File: src/rtl/vend_pkg.sv
// Shared types and constants for the vending sale controller and its change dispenser.
package vend_pkg;

    localparam int unsigned CREDIT_W_DEFAULT = 19;
    localparam int unsigned COIN_1000        = 1000;
    localparam int unsigned COIN_2000        = 2000;
    localparam int unsigned COIN_5000        = 5000;
    localparam int unsigned COIN_SUM_W       = 14;   // holds 8000, the largest single-cycle deposit

    typedef enum logic [1:0] {
        ST_IDLE,
        ST_COLLECT,
        ST_VEND,
        ST_CHANGE
    } state_t;

    function automatic logic [COIN_SUM_W-1:0] coin_sum(input logic p1, input logic p2, input logic p5);
        return (p1 ? COIN_SUM_W'(COIN_1000) : '0)
             + (p2 ? COIN_SUM_W'(COIN_2000) : '0)
             + (p5 ? COIN_SUM_W'(COIN_5000) : '0);
    endfunction

endpackage

File: src/rtl/vend_change_dispenser.sv
// Greedy change payer: one coin strobe per cycle, largest coin first, then latches the
// sub-1000 remainder as residual. done is high in the cycle the remainder is settled.
module vend_change_dispenser
    import vend_pkg::*;
#(
    parameter int unsigned CREDIT_W = CREDIT_W_DEFAULT
) (
    input  logic                clock,
    input  logic                reset,
    input  logic                load,
    input  logic                clear,
    input  logic [CREDIT_W-1:0] amount,
    output logic                chg1000,
    output logic                chg2000,
    output logic                chg5000,
    output logic                done,
    output logic [9:0]          residual
);

    logic [CREDIT_W-1:0] rem;
    logic                active;

    // Combinational so the controller can leave CHANGE on the same edge the remainder settles.
    assign done = active && (rem < CREDIT_W'(COIN_1000));

    // NOTE: state and strobes use non-blocking assignments so every register samples pre-edge values.
    always_ff @(posedge clock) begin
        if (reset) begin
            rem      <= '0;
            active   <= 1'b0;
            chg1000  <= 1'b0;
            chg2000  <= 1'b0;
            chg5000  <= 1'b0;
            residual <= '0;
        end else begin
            chg1000 <= 1'b0;
            chg2000 <= 1'b0;
            chg5000 <= 1'b0;
            if (load) begin
                rem    <= amount;
                active <= 1'b1;
            end else if (active) begin
                if (rem >= CREDIT_W'(COIN_5000)) begin
                    chg5000 <= 1'b1;
                    rem     <= rem - CREDIT_W'(COIN_5000);
                end else if (rem >= CREDIT_W'(COIN_2000)) begin
                    chg2000 <= 1'b1;
                    rem     <= rem - CREDIT_W'(COIN_2000);
                end else if (rem >= CREDIT_W'(COIN_1000)) begin
                    chg1000 <= 1'b1;
                    rem     <= rem - CREDIT_W'(COIN_1000);
                end else begin
                    residual <= rem[9:0];
                    active   <= 1'b0;
                end
            end
            if (clear) begin
                residual <= '0;
            end
        end
    end

endmodule

File: src/rtl/vend_sale_controller.sv
// Vending sale sequencer: price latch, coin credit with overflow rejection, dispense handshake, change.
// Optional COLLECT inactivity refund is enabled by defining VEND_TIMEOUT_EN.
module vend_sale_controller
    import vend_pkg::*;
#(
    parameter int unsigned CREDIT_W       = CREDIT_W_DEFAULT,
    parameter int unsigned TIMEOUT_CYCLES = 100000
) (
    input  logic                clock,
    input  logic                reset,
    input  logic                sel_valid,
    input  logic [CREDIT_W-1:0] sel_price,
    input  logic                pulse1000,
    input  logic                pulse2000,
    input  logic                pulse5000,
    input  logic                cancel,
    input  logic                dispense_ready,
    output logic                busy,
    output logic                dispense_valid,
    output logic [CREDIT_W-1:0] credit,
    output logic                chg1000,
    output logic                chg2000,
    output logic                chg5000,
    output logic [9:0]          residual,
    output logic                coin_reject,
    output logic                sel_error,
    output logic                timeout
);

    state_t                  state;
    logic [CREDIT_W-1:0]     price;
    logic                    coin_any;
    logic [COIN_SUM_W-1:0]   coin_total;
    logic [CREDIT_W:0]       credit_sum;
    logic                    overflow;
    logic                    coin_ok;
    logic [CREDIT_W-1:0]     credit_after_coin;
    logic [CREDIT_W-1:0]     change_amount;
    logic                    paid;
    logic                    timeout_hit;
    logic                    disp_load;
    logic                    disp_clear;
    logic                    disp_done;
    logic [CREDIT_W-1:0]     disp_amount;

    assign coin_any          = pulse1000 | pulse2000 | pulse5000;
    assign coin_total        = coin_sum(pulse1000, pulse2000, pulse5000);
    assign credit_sum        = {1'b0, credit} + (CREDIT_W+1)'(coin_total);
    assign overflow          = credit_sum[CREDIT_W];
    assign coin_ok           = (state == ST_COLLECT) && coin_any && !overflow;
    assign credit_after_coin = coin_ok ? credit_sum[CREDIT_W-1:0] : credit;
    assign paid              = credit >= price;
    assign change_amount     = credit - price;
    assign disp_clear        = (state == ST_IDLE) && sel_valid && (sel_price != '0);

`ifdef VEND_TIMEOUT_EN
    localparam int unsigned TO_W = $clog2(TIMEOUT_CYCLES + 1);
    logic [TO_W-1:0] idle_cnt;

    assign timeout_hit = (state == ST_COLLECT) && !coin_ok && (idle_cnt == TO_W'(TIMEOUT_CYCLES - 1));

    // Counts COLLECT cycles since entry or the last accepted coin.
    always_ff @(posedge clock) begin
        if (reset || (state != ST_COLLECT) || coin_ok) begin
            idle_cnt <= '0;
        end else begin
            idle_cnt <= idle_cnt + TO_W'(1);
        end
    end
`else
    logic unused_timeout_cfg;
    assign unused_timeout_cfg = (TIMEOUT_CYCLES == 0);
    assign timeout_hit        = 1'b0;
`endif

    // NOTE: every signal written here gets a default first, so no path can infer a latch.
    always_comb begin
        disp_load   = 1'b0;
        disp_amount = '0;
        case (state)
            ST_COLLECT: begin
                if (!paid && (cancel || timeout_hit)) begin
                    disp_load   = 1'b1;
                    disp_amount = credit_after_coin;
                end
            end
            ST_VEND: begin
                if (dispense_ready && (change_amount != '0)) begin
                    disp_load   = 1'b1;
                    disp_amount = change_amount;
                end
            end
            default: ;
        endcase
    end

    always_ff @(posedge clock) begin
        if (reset) begin
            state          <= ST_IDLE;
            price          <= '0;
            credit         <= '0;
            busy           <= 1'b0;
            dispense_valid <= 1'b0;
            coin_reject    <= 1'b0;
            sel_error      <= 1'b0;
            timeout        <= 1'b0;
        end else begin
            coin_reject <= 1'b0;
            sel_error   <= 1'b0;
            timeout     <= 1'b0;
            case (state)
                ST_IDLE: begin
                    coin_reject <= coin_any;
                    if (sel_valid) begin
                        if (sel_price != '0) begin
                            price  <= sel_price;
                            credit <= '0;
                            busy   <= 1'b1;
                            state  <= ST_COLLECT;
                        end else begin
                            sel_error <= 1'b1;
                        end
                    end
                end
                ST_COLLECT: begin
                    coin_reject <= coin_any && overflow;
                    credit      <= credit_after_coin;
                    // Payment already covered wins over cancel and timeout in the same cycle.
                    if (paid) begin
                        dispense_valid <= 1'b1;
                        state          <= ST_VEND;
                    end else if (cancel || timeout_hit) begin
                        timeout <= timeout_hit && !cancel;
                        credit  <= '0;
                        state   <= ST_CHANGE;
                    end
                end
                ST_VEND: begin
                    coin_reject <= coin_any;
                    if (dispense_ready) begin
                        dispense_valid <= 1'b0;
                        credit         <= '0;
                        if (change_amount == '0) begin
                            busy  <= 1'b0;
                            state <= ST_IDLE;
                        end else begin
                            state <= ST_CHANGE;
                        end
                    end
                end
                ST_CHANGE: begin
                    coin_reject <= coin_any;
                    if (disp_done) begin
                        busy  <= 1'b0;
                        state <= ST_IDLE;
                    end
                end
                default: state <= ST_IDLE;
            endcase
        end
    end

    vend_change_dispenser #(
        .CREDIT_W (CREDIT_W)
    ) u_change (
        .clock    (clock),
        .reset    (reset),
        .load     (disp_load),
        .clear    (disp_clear),
        .amount   (disp_amount),
        .chg1000  (chg1000),
        .chg2000  (chg2000),
        .chg5000  (chg5000),
        .done     (disp_done),
        .residual (residual)
    );

endmodule

File: config.mk
export PLATFORM = sky130hd
export DESIGN_NAME = vend_sale_controller
export DESIGN_NICKNAME = d
export VERILOG_FILES = /design/src/rtl/vend_pkg.sv /design/src/rtl/vend_change_dispenser.sv /design/src/rtl/vend_sale_controller.sv
export SDC_FILE = /design/constraint.sdc
export NUM_CORES = 1
export LEC_CHECK = 0
export ABC_AREA = 1
export CAP_MARGIN = 40
export CORE_ASPECT_RATIO = 1.25
export CORE_MARGIN = 2
export CORE_UTILIZATION = 63
export DETAILED_ROUTE_END_ITERATION = 10
export PLACE_DENSITY = 0.87
export SLEW_MARGIN = 20
export SYNTH_ARGS = -nofsm -noshare
export SYNTH_HDL_FRONTEND = slang
export SYNTH_SLANG_ARGS = --single-unit
File: constraint.sdc
create_clock -name clock -period 6.65 [get_ports clock]
set_clock_uncertainty 0.1 [all_clocks]
set_input_delay 1.33 -clock clock [delete_from_list [all_inputs] [get_ports clock]]
set_output_delay 1.33 -clock clock [all_outputs]
set_load 0.005 [all_outputs]
Yosys cells after proc, flatten, opt, wreduce, memory -nomap -nowiden --
Index checks and enable logic that the tools add are counted.
Storage, ports and cells: register bits after elaboration 77, output and inout port bits 37
Operators by class: $add $sub $neg 7, $lt $le $gt $ge 5, equality and inequality tests 10, mux-type cells 47, bitwise operators 9, reduce and logical (&&, ||, !) cells 32
Operator list (count):
- 19-bit 2-to-1 mux | 13
- 19-bit one-hot mux with 3 select lines | 1
- 19-bit one-hot mux with 2 select lines | 1
- 19-bit nonzero test | 2
- 19-bit by 14-bit adder with 20-bit output | 1
- 19-bit by 10-bit >= comparator with 1-bit output (second input constant) | 1
- 19-bit by 11-bit >= comparator with 1-bit output (second input constant) | 1
- 19-bit by 13-bit >= comparator with 1-bit output (second input constant) | 1
- 19-bit >= comparator | 1
- 19-bit logical NOT | 1
- 19-bit by 10-bit less-than comparator with 1-bit output (second input constant) | 1
- 19-bit by 10-bit subtractor with 19-bit output (second input constant) | 1
- 19-bit by 11-bit subtractor with 19-bit output (second input constant) | 1
- 19-bit by 13-bit subtractor with 19-bit output (second input constant) | 1
- 19-bit subtractor | 1
- 1-bit 2-to-1 mux | 17
- 12-bit by 13-bit adder with 14-bit output | 1
- 2-bit 2-to-1 mux | 7
- 13-bit 2-to-1 mux | 1
- 10-bit by 11-bit adder with 12-bit output | 1
- 11-bit 2-to-1 mux | 1
- 10-bit 2-to-1 mux | 1
- 2-bit inequality test (second input constant) | 5
- 5-bit AND reduction | 2
- other kinds (23) | 46

Longest topological paths before layout --
Gate-level depths: netlist of the first run.
depth in word-level cells 10, gate-level depth with buffers 23, gate-level depth less buffers 23

Hierarchy --
From an unflattened synthesis of the first run, not the netlist that was laid out.
Unflattened totals: cells, all modules 1192, area, all modules 7064.3 um^2
Modules (own cells, without submodules):
- vend_sale_controller | times used 1, cells an instance 717, area an instance 4285.4 um^2, sequential area each 820.8 um^2
- vend_change_dispenser | times used 1, cells an instance 475, area an instance 2778.9 um^2, sequential area each 660.6 um^2

Worst setup path before layout of the first run --
No wires, ideal clock.
kind input-to-reg, start input pulse1000, end register u_change.rem[15], library setup time 0.117 ns, arrival 4.148 ns, data required time 6.433 ns, slack 2.285 ns, stages 17, buffers on the path 1, cells stage by stage fa_1 > fa_1 > ha_1 > nand3_1 > nand3_1 > nand2_1 > nand2_1 > a21oi_1 > nor2_1 > nor2_1 > buf_2 > nand2_1 > xor2_1 > nand2_1 > nand3_1 > o21ai_1 > nor2_1
Between the ends: word-level cells in the longest chain between the ends 10, elaborated cells between the ends (all ways) 13
Ends and longest elaborated chain:
- start, declared | line vend_sale_controller.sv:13 | input logic pulse1000,
- 10-bit 2-to-1 mux | line vend_pkg.sv:18 | return (p1 ? COIN_SUM_W'(COIN_1000) : '0)
- 10-bit by 11-bit adder with 12-bit output | line vend_pkg.sv:19 | + (p2 ? COIN_SUM_W'(COIN_2000) : '0)
- 12-bit by 13-bit adder with 14-bit output | line vend_pkg.sv:20 | + (p5 ? COIN_SUM_W'(COIN_5000) : '0);
- 19-bit by 14-bit adder with 20-bit output | line vend_sale_controller.sv:48 | assign credit_sum = {1'b0, credit} + (CREDIT_W+1)'(coin_total);
- 1-bit logical NOT | line vend_sale_controller.sv:50 | assign coin_ok = (state == ST_COLLECT) && coin_any && !overflow;
- 1-bit logical AND | line vend_sale_controller.sv:50
- 19-bit 2-to-1 mux (*) | line vend_sale_controller.sv:51 | assign credit_after_coin = coin_ok ? credit_sum[CREDIT_W-1:0] : credit;
- 19-bit 2-to-1 mux (*) | line vend_sale_controller.sv:82 | if (!paid && (cancel || timeout_hit)) begin
- 19-bit one-hot mux with 2 select lines (*) | line vend_sale_controller.sv:80 | case (state)
- 19-bit 2-to-1 mux (*) | line vend_change_dispenser.sv:39 | if (load) begin
- end signal, assigned | line vend_change_dispenser.sv:40 | rem <= amount;
- end signal, assigned | line vend_change_dispenser.sv:45 | rem <= rem - CREDIT_W'(COIN_5000);
- end signal, assigned | line vend_change_dispenser.sv:48 | rem <= rem - CREDIT_W'(COIN_2000);
- end, declared | line vend_change_dispenser.sv:20 | logic [CREDIT_W-1:0] rem;
Every way passes the cells marked *; elsewhere a longest branch is shown, timed or not. A chain may end at the register's enable or synchronous reset.

Final worst setup path of the first run --
start input pulse1000, end register u_change.rem[6]
The elaborated chain is that of the path after synthesis.

==> results of run 1 <==
logic make-up after synthesis:
| group | Yosys count |
|---|---|
| mux | 1 |
| other cells | 1 |
| fa+ha+maj | 59 |
| flops | 74 |
| compound gates | 151 |
| simple gates | 564 |
| buf+inv | 174 |
| xor+xnor | 31 |
registers in the layout, summed over array words and instances, names as in the netlist, 2 cells and up:
name	count
u_change.residual	10
state	2
price	19
u_change.rem	19
credit	16
layout by cell type, fill, tap and decap left out, types with 4 or more instances in the layout:
cell and count:
a21oi_1 69, clkbuf_16 9, clkdlybuf4s50_1 59, conb_1 4, dfxtp_1 74, fa_1 7
ha_1 52, inv_1 138, inv_2 5, nand2_1 328, nand3_1 61, nand3b_1 8
nand4_1 17, nor2_1 116, nor2_2 5, nor3_1 8, nor4_1 4, o21ai_0 57
o21ai_1 10, xnor2_1 10, xor2_1 21
final cells by class:
class,instances,area share
multi-input cells,810,0.5778
inverters,143,0.07275
repair buffers,62,0.08682
flip-flops and latches,74,0.2008
clock buffers,9,0.03052
clock inverters,7,0.009496
well taps,129,0.02188
cell usage after synthesis:
cell type and count:
o2111ai_1 3, nand3b_1 8, xnor2_1 10, nor3_2 1, o21ai_2 2, dfxtp_1 74
and2_1 3, o311ai_0 1, o211ai_1 1, a31oi_1 3, nand2_8 1, nor3_1 8
buf_6 2, inv_1 138, nand2_1 328, buf_4 5, a21o_1 3, ha_1 52
nand4_1 17, and3_1 2, xor2_1 21, o21ai_1 10, mux2_2 1, inv_2 5
o21ai_0 57, nand3_2 2, or2_2 2, buf_1 1, a21oi_2 1, nor4_1 4
conb_1 1, nor2_2 5, nand2_4 2, clkbuf_1 15, buf_2 8, a21oi_1 69
nor2_1 116, nand3_1 61, fa_1 7, o21a_1 1, and2_0 1, nand2_2 3
through the flow:
stage	setup slack (ps)	hold slack, ps	total power (uW)	cell area, um^2	util
2_1_floorplan	2285	332.6	2050	6441	-
3_3_place_gp	1204	345.1	2469	7041	0.7038
3_5_place_dp	1115	352.1	2496	7083	0.7081
4_1_cts	1442	361.1	3004	7378	0.7376
5_1_grt	990.1	379.2	3286	7378	0.7376
6_report	1413	359.5	3034	7378	0.7376
power groups by stage:
stage / logic, uW / registers [uW] / clock network, uW
4_1_cts: 1880 / 631 / 494
2_1_floorplan: 1450 / 597 / 0
6_report: 1910 / 633 / 490
5_1_grt: 2130 / 643 / 514
3_5_place_dp: 1860 / 640 / 0
3_3_place_gp: 1830 / 636 / 0
critical path, stage by stage:
cell             delay [ps]
clkdlybuf4s50_1         610
inv_1                   130
fa_1                    540
inv_1                    40
ha_1                    320
fa_1                    470
nand3_1                 100
nand3_1                 120
nand2_1                  90
nand2_1                  90
a21oi_1                 320
nor2_1                  100
nor2_1                  470
nand2_1                  90
o21ai_0                 140
nand2_1                  90
nand2_1                  90
inv_1                    30
nand2_1                  50
nand2_1                  50
a21oi_1                 120
path summary, 6_finish.rpt:
kind | to | depth (start not counted)
setup reg to reg | u_change.rem[6] | 20
hold reg to reg | price[5] | 2
setup / recovery | u_change.rem[6] | 21
hold / removal | price[5] | 2
per-layer routing:
metal  part of all wire  global-route usage  vias to the layer above
li1                   -                   -                     3436
met1               0.40              0.3765                     3007
met2               0.50              0.5829                      226
met5                  0                   0                        -
met3              0.050             0.05122                       60
met4              0.049              0.1749                        0
==> impl_results.md, run 1 <==
- Clock network fraction of total power: 0.162
- Sw Ratio: 0.5228
- Worst setup EP type: flip-flop
- Crit path kind: input port to flip-flop
- Final Max Slew Viols: 0
- Actual slew at the worst max-slew pin: between 700 and 800 ps
- DRC viols: 0
- Largest family of logic cells by synthesized area: simple AND/OR/NAND/NOR gates
- Ant. Diodes: 0
- Number of buffers added on ports: between 50 and 60
- First-pass GRT wire length: ~28000 um
- Sequential Area: approximately 0.0015 mm^2
- Max Clock Freq: 0.1909 GHz
- Flop2flop setup slack: around 2600 ps
- Routed vias/inst: between 5 and 6
- Die area: 0.01104 mm^2
- Htree depth: 3
- Crit start category: input port
- Synth-to-layout area growth: 14.75%
- Inst Count DP: 1218
- Hold WC Path Type: flip-flop to flip-flop
- Crit path from: pulse1000
- CTS tree: yes
- Slew headroom: 0.4907
- Vias in the first global route: 6068
- Layout Nets: between 1000 and 1500
- Post-synthesis cell count: 1055
- Multiplexer share of the synthesized area: 0.001751
- Hold Crit Start: price[5]
- Total gr overflow: 0
- Final Critical Period: approximately 5200 ps
- Critical Path AT: ~5400 ps
- All-Layer GR Usage: 0.3274
- Pwr per Cell Area: around 410 mW/mm^2
- Skew-Pair Late Insertion Delay: 340 ps
- GPL Wtd Cong: between 0.9 and 1
- DRT iter0 DRCs: about 460
- # setup viols final: 0
- Xor/xnor share of the synthesized area: 0.04223
- Cell Count, Final, Fillers Out: 1234
- Internal: 1448 uW
- Register area share after synthesis: 0.2304
- Flop pwr share: 0.209
- LEAKAGE: roughly 0.0036 uW
- Main area contributors after synthesis: dfxtp_1, nand2_1, ha_1
- Antenna violations before repair: 1
- CTS clk-pin slew, worst paths: 60 ps
- Worst-path fanout max: 11
- TNS Setup: 0 ps
- Synth Area per Inst: 6.095 um^2
- CP required: between 6000 and 7000 ps
- Status: finished, final reports clean
- DRT Wirelength: between 15000 and 20000 um
- Worst reg2reg path startpoint: credit[6]
- Logic gate share of total power: 0.630
- Initial Util: 0.6428
- Placement Rows: 41
- Clock sink count: 74
- Max Root-Sink Buffers: 2
- VDD IR max: 242.3 uV
- Postcts setup bufs: 0
- Die height: ~120 um
- Post-DR wirelength/cell: around 14 um
- Mapped Area: around 0.0064 mm^2
- Synthesized-area fraction occupied by adder cells: 0.1230
- Post-synthesis simple-gate area fraction: 0.3695
- Synth Area in Compound Gates: 0.1241
- IO Pins: 64
- Fill cells: ~870
- Crit share post-route: 0.7875
- Die Width: 94.36 um
- # hold bufs at CTS: 0
- Yosys top cell area share: 0.2304
- Post-synth cell types: 42
- Final hold vios: 0
- Layout cells sized above 1: 0.03982
- Final HPWL DP: roughly 14000 um
- YS warnings: 0
- RSZ-0062 raised after global routing: false
- Via count: ~6700
- First-pass DRT Iterations: 6
- Largest net degree at the start of global routing: 33
- Max Cap Viol: 0
- Multi-input gate area: 0.004263 mm^2
- TritonCTS Buffers: 9
- Yosys top cell by area: dfxtp_1
- CTS root buf: clkbuf_16
- Yosys reg bits: between 70 and 80
- DRT antenna net count: 0
- Post-cts resize count: 0
- Switching power: ~1600 uW
- Core footprint: 0.01000 mm^2
(Power assumes the default switching activity.)
==> run 2, diff against run 1 <==
--- a/config.mk
+++ b/config.mk
@@ -9,9 +9,9 @@
 export CAP_MARGIN = 40
 export CORE_ASPECT_RATIO = 1.25
 export CORE_MARGIN = 2
-export CORE_UTILIZATION = 63
+export CORE_UTILIZATION = 59
 export DETAILED_ROUTE_END_ITERATION = 10
-export PLACE_DENSITY = 0.87
+export PLACE_DENSITY = 0.82
 export SLEW_MARGIN = 20
 export SYNTH_ARGS = -nofsm -noshare
 export SYNTH_HDL_FRONTEND = slang
==> constraint.sdc (replaced) <==
create_clock -name clock -period 5.1 [get_ports clock]
set_clock_uncertainty 0.1 [all_clocks]
set_input_delay 1.02 -clock clock [delete_from_list [all_inputs] [get_ports clock]]
set_output_delay 1.02 -clock clock [all_outputs]
set_load 0.005 [all_outputs]
==> impl_results.md, run 2 (synthesis results as in run 1) <==
- Status: finished, final reports clean (unchanged)
- GPL Wtd Cong: 1.021 (was 0.9765)
- LEAKAGE: 0.003627 uW (was 0.003592 uW)
- CTS root buf: clkbuf_16 (unchanged)
- Hold WC Path Type: flip-flop to flip-flop (unchanged)
- Core footprint: 0.01062 mm^2 (was 0.01000 mm^2)
- Number of buffers added on ports: 59 (unchanged)
- Layout cells sized above 1: 0.04410 (was 0.03982)
- Die Width: 97.38 um (was 94.36 um)
- Slew headroom: 0.5033 (was 0.4907)
- Largest net degree at the start of global routing: 33 (unchanged)
- Max Clock Freq: about 0.22 GHz
- R2R Path End: u_change.rem[10] (was u_change.rem[6])
- Final hold vios: 0 (unchanged)
- DRT antenna net count: 0 (unchanged)
- Worst-path fanout max: 11 (unchanged)
- IO Pins: 64 (unchanged)
- Flop2flop setup slack: 1250 ps (was 2640 ps)
- Initial Util: 0.6057 (was 0.6428)
- Inst Count DP: 1227 (was 1218)
- M1 wire length: 7270 um (was 7153 um)
- Layout Nets: 1192 (was 1186)
- Ant. Diodes: 0 (unchanged)
- CP Buf/Inv Count: 5 (was 4)
- Critical Path AT: 4800 ps (was 5410 ps)
- DRC viols: 0 (unchanged)
- Final HPWL DP: 14390 um (was 14020 um)
- WL met3: 1039 um (was 882 um)
- Post-DR wirelength/cell: 14.59 um (was 14.32 um)
- Total gr overflow: 0 (unchanged)
- Max Root-Sink Buffers: 2 (unchanged)
- Final design utilization: 0.7008 (was 0.7376)
- TNS Setup: 0 ps (unchanged)
- Worst path most repeated cell: nand2_1 (unchanged)
- Power Total: 4042 uW (was 3034 uW)
- Crit share post-route: 0.9085
- Crit path kind: input port to flip-flop (unchanged)
- Leading cell type in the layout, fill and taps excluded: nand2_1 (unchanged)
- Htree depth: 3 (unchanged)
- Uppermost layer routed: met4 (unchanged)
- Die area: 0.01175 mm^2 (was 0.01104 mm^2)
- Worst reg2reg path startpoint: credit[6] (unchanged)
- Pwr per Cell Area: 543.3 mW/mm^2 (was 411.2 mW/mm^2)
- Synth-to-layout area growth: 15.70% (was 14.75%)
- Critical Path, Cell by Cell: clkdlybuf4s50_1, inv_1, fa_1, inv_1, ha_1, fa_1, nand3_1, nand3_1, nand2_1, nand2_1, a21oi_1, o21ai_2, buf_4, o21ai_0, nand2_1, nand2_1, inv_1, nand2_1, nand2_1, a21oi_1 (was clkdlybuf4s50_1, inv_1, fa_1, inv_1, ha_1, fa_1, nand3_1, nand3_1, nand2_1, nand2_1, a21oi_1, nor2_1, nor2_1, nand2_1, o21ai_0, nand2_1, nand2_1, inv_1, nand2_1, nand2_1, a21oi_1)
- RSZ-0062 raised after global routing: false (unchanged)
- Skew-Pair Late Insertion Delay: 340 ps (about the same)
- Placement Rows: 42 (was 41)
- Die height: 120.7 um (was 117.0 um)
- Final Max Slew Viols: 0 (unchanged)
- Final Critical Period: 4633 ps
- WP depth: 20 (was 21)
- First-pass GRT wire length: 29470 um (was 28280 um)
- Critical Path End: u_change.rem[10] (was u_change.rem[6])
- Top Family by Delay on Critical Path: adder cells (was simple AND/OR/NAND/NOR gates)
- Postcts setup bufs: 0 (unchanged)
- Via count: 6701 (was 6729)
- Clock sink count: 74 (unchanged)
- Slowest stage delay, CP: 550 ps (was 610 ps)
- DRT iter0 DRCs: 450 (was 455)
- # setup viols final: 0 (unchanged)
- DRT Wirelength: 18140 um (was 17670 um)
- Met2 wire length: 8758 um (was 8761 um)
- Vias in the first global route: 6189 (was 6068)
- Antenna violations before repair: 0 (was 1)
- Worst path slowest cell: fa_1 (was clkdlybuf4s50_1)
- Worst setup EP type: flip-flop (unchanged)
- TritonCTS Buffers: 9 (unchanged)
- CTS tree: yes (unchanged)
- Max Cap Viol: 0 (unchanged)
- Routed vias/inst: 5.391 (was 5.453)
- Post-cts resize count: 0 (unchanged)
- Biggest regs: price x19, u_change.rem x19, credit x16 (unchanged)
- Actual slew at the worst max-slew pin: 745.0 ps (was 763.8 ps)
- Leading cell types in the layout, fill and taps excluded: nand2_1, inv_1, nor2_1 (unchanged)
- CTS clk-pin slew, worst paths: 70 ps (was 60 ps)
- Crit path from: pulse1000 (unchanged)
- Fill cells: 982 (was 869)
- CP required: 5270 ps (was 6820 ps)
- All-Layer GR Usage: 0.3116 (was 0.3274)
- First-pass DRT Iterations: 5 (was 6)
- # hold bufs at CTS: 0 (unchanged)
- Cell Count, Final, Fillers Out: 1243 (was 1234)
- Register-to-Register Path Depth: 19 (was 20)
- VDD IR max: 257.3 uV (was 242.3 uV)
- Crit start category: input port (unchanged)
## run 2: changes by cell type in the layout (fill, tap and decap cells not counted)
cell,before,now
clkbuf_1,0,1
bufinv_16,1,2
clkinv_2,3,1
clkinvlp_4,1,0
buf_4,1,7
buf_8,1,2
buf_16,1,0
clkinv_4,2,3
## run 2: metal layers
layer,up-vias,track usage
met4,0,0.1901
met1,2916,0.3649
met5,-,0
met2,259,0.5435
li1,3460,-
met3,66,0.03584
## run 2: worst reg2reg max path: cells and delay by family, from the launching register on
| family | cells | cell delay (ps) |
|---|---|---|
| simple gates | 8 | 690 |
| fa+ha+maj | 3 | 1300 |
| flops | 1 | 450 |
| buf+inv | 4 | 430 |
| compound gates | 4 | 820 |
## run 2: how the worst min path moves through the flow
stage / from / end / depth (start not counted)
6_report: price[12] / price[12] / 2
5_1_grt: price[4] / price[4] / 2
4_1_cts: price[11] / price[11] / 2
3_5_place_dp: price[11] / price[11] / 2
3_3_place_gp: price[12] / price[12] / 2
2_1_floorplan: price[18] / price[18] / 2
## run 2: where the power goes
| part | switching (uW) | internal, uW | total, uW |
|---|---|---|---|
| registers | 124 | 697 | 821 |
| clock network | 264 | 430 | 694 |
| logic | 1700 | 823 | 2530 |
## run 2: layout make-up
type,instances,area (um^2),share of cell area
Clock buffer,10,229.0,0.03078
Clock inverter,6,91.34,0.01228
Inverter,143,536.8,0.07215
Multi-Input combinational cell,810,4263,0.5730
Sequential cell,74,1481,0.1991
Timing Repair Buffer,68,673.1,0.09048
Tap cell,132,165.2,0.02220
## run 2: per-stage QoR
stage               cell area (um^2)  hold slack, ps  setup slack, ps
floorplan                       6441           332.6             1045
global placement                7089           345.4            307.3
detailed placement              7119           351.2            170.5
CTS                             7440           361.6            495.5
global route                    7440           383.9            105.8
finish                          7440           359.4            466.7
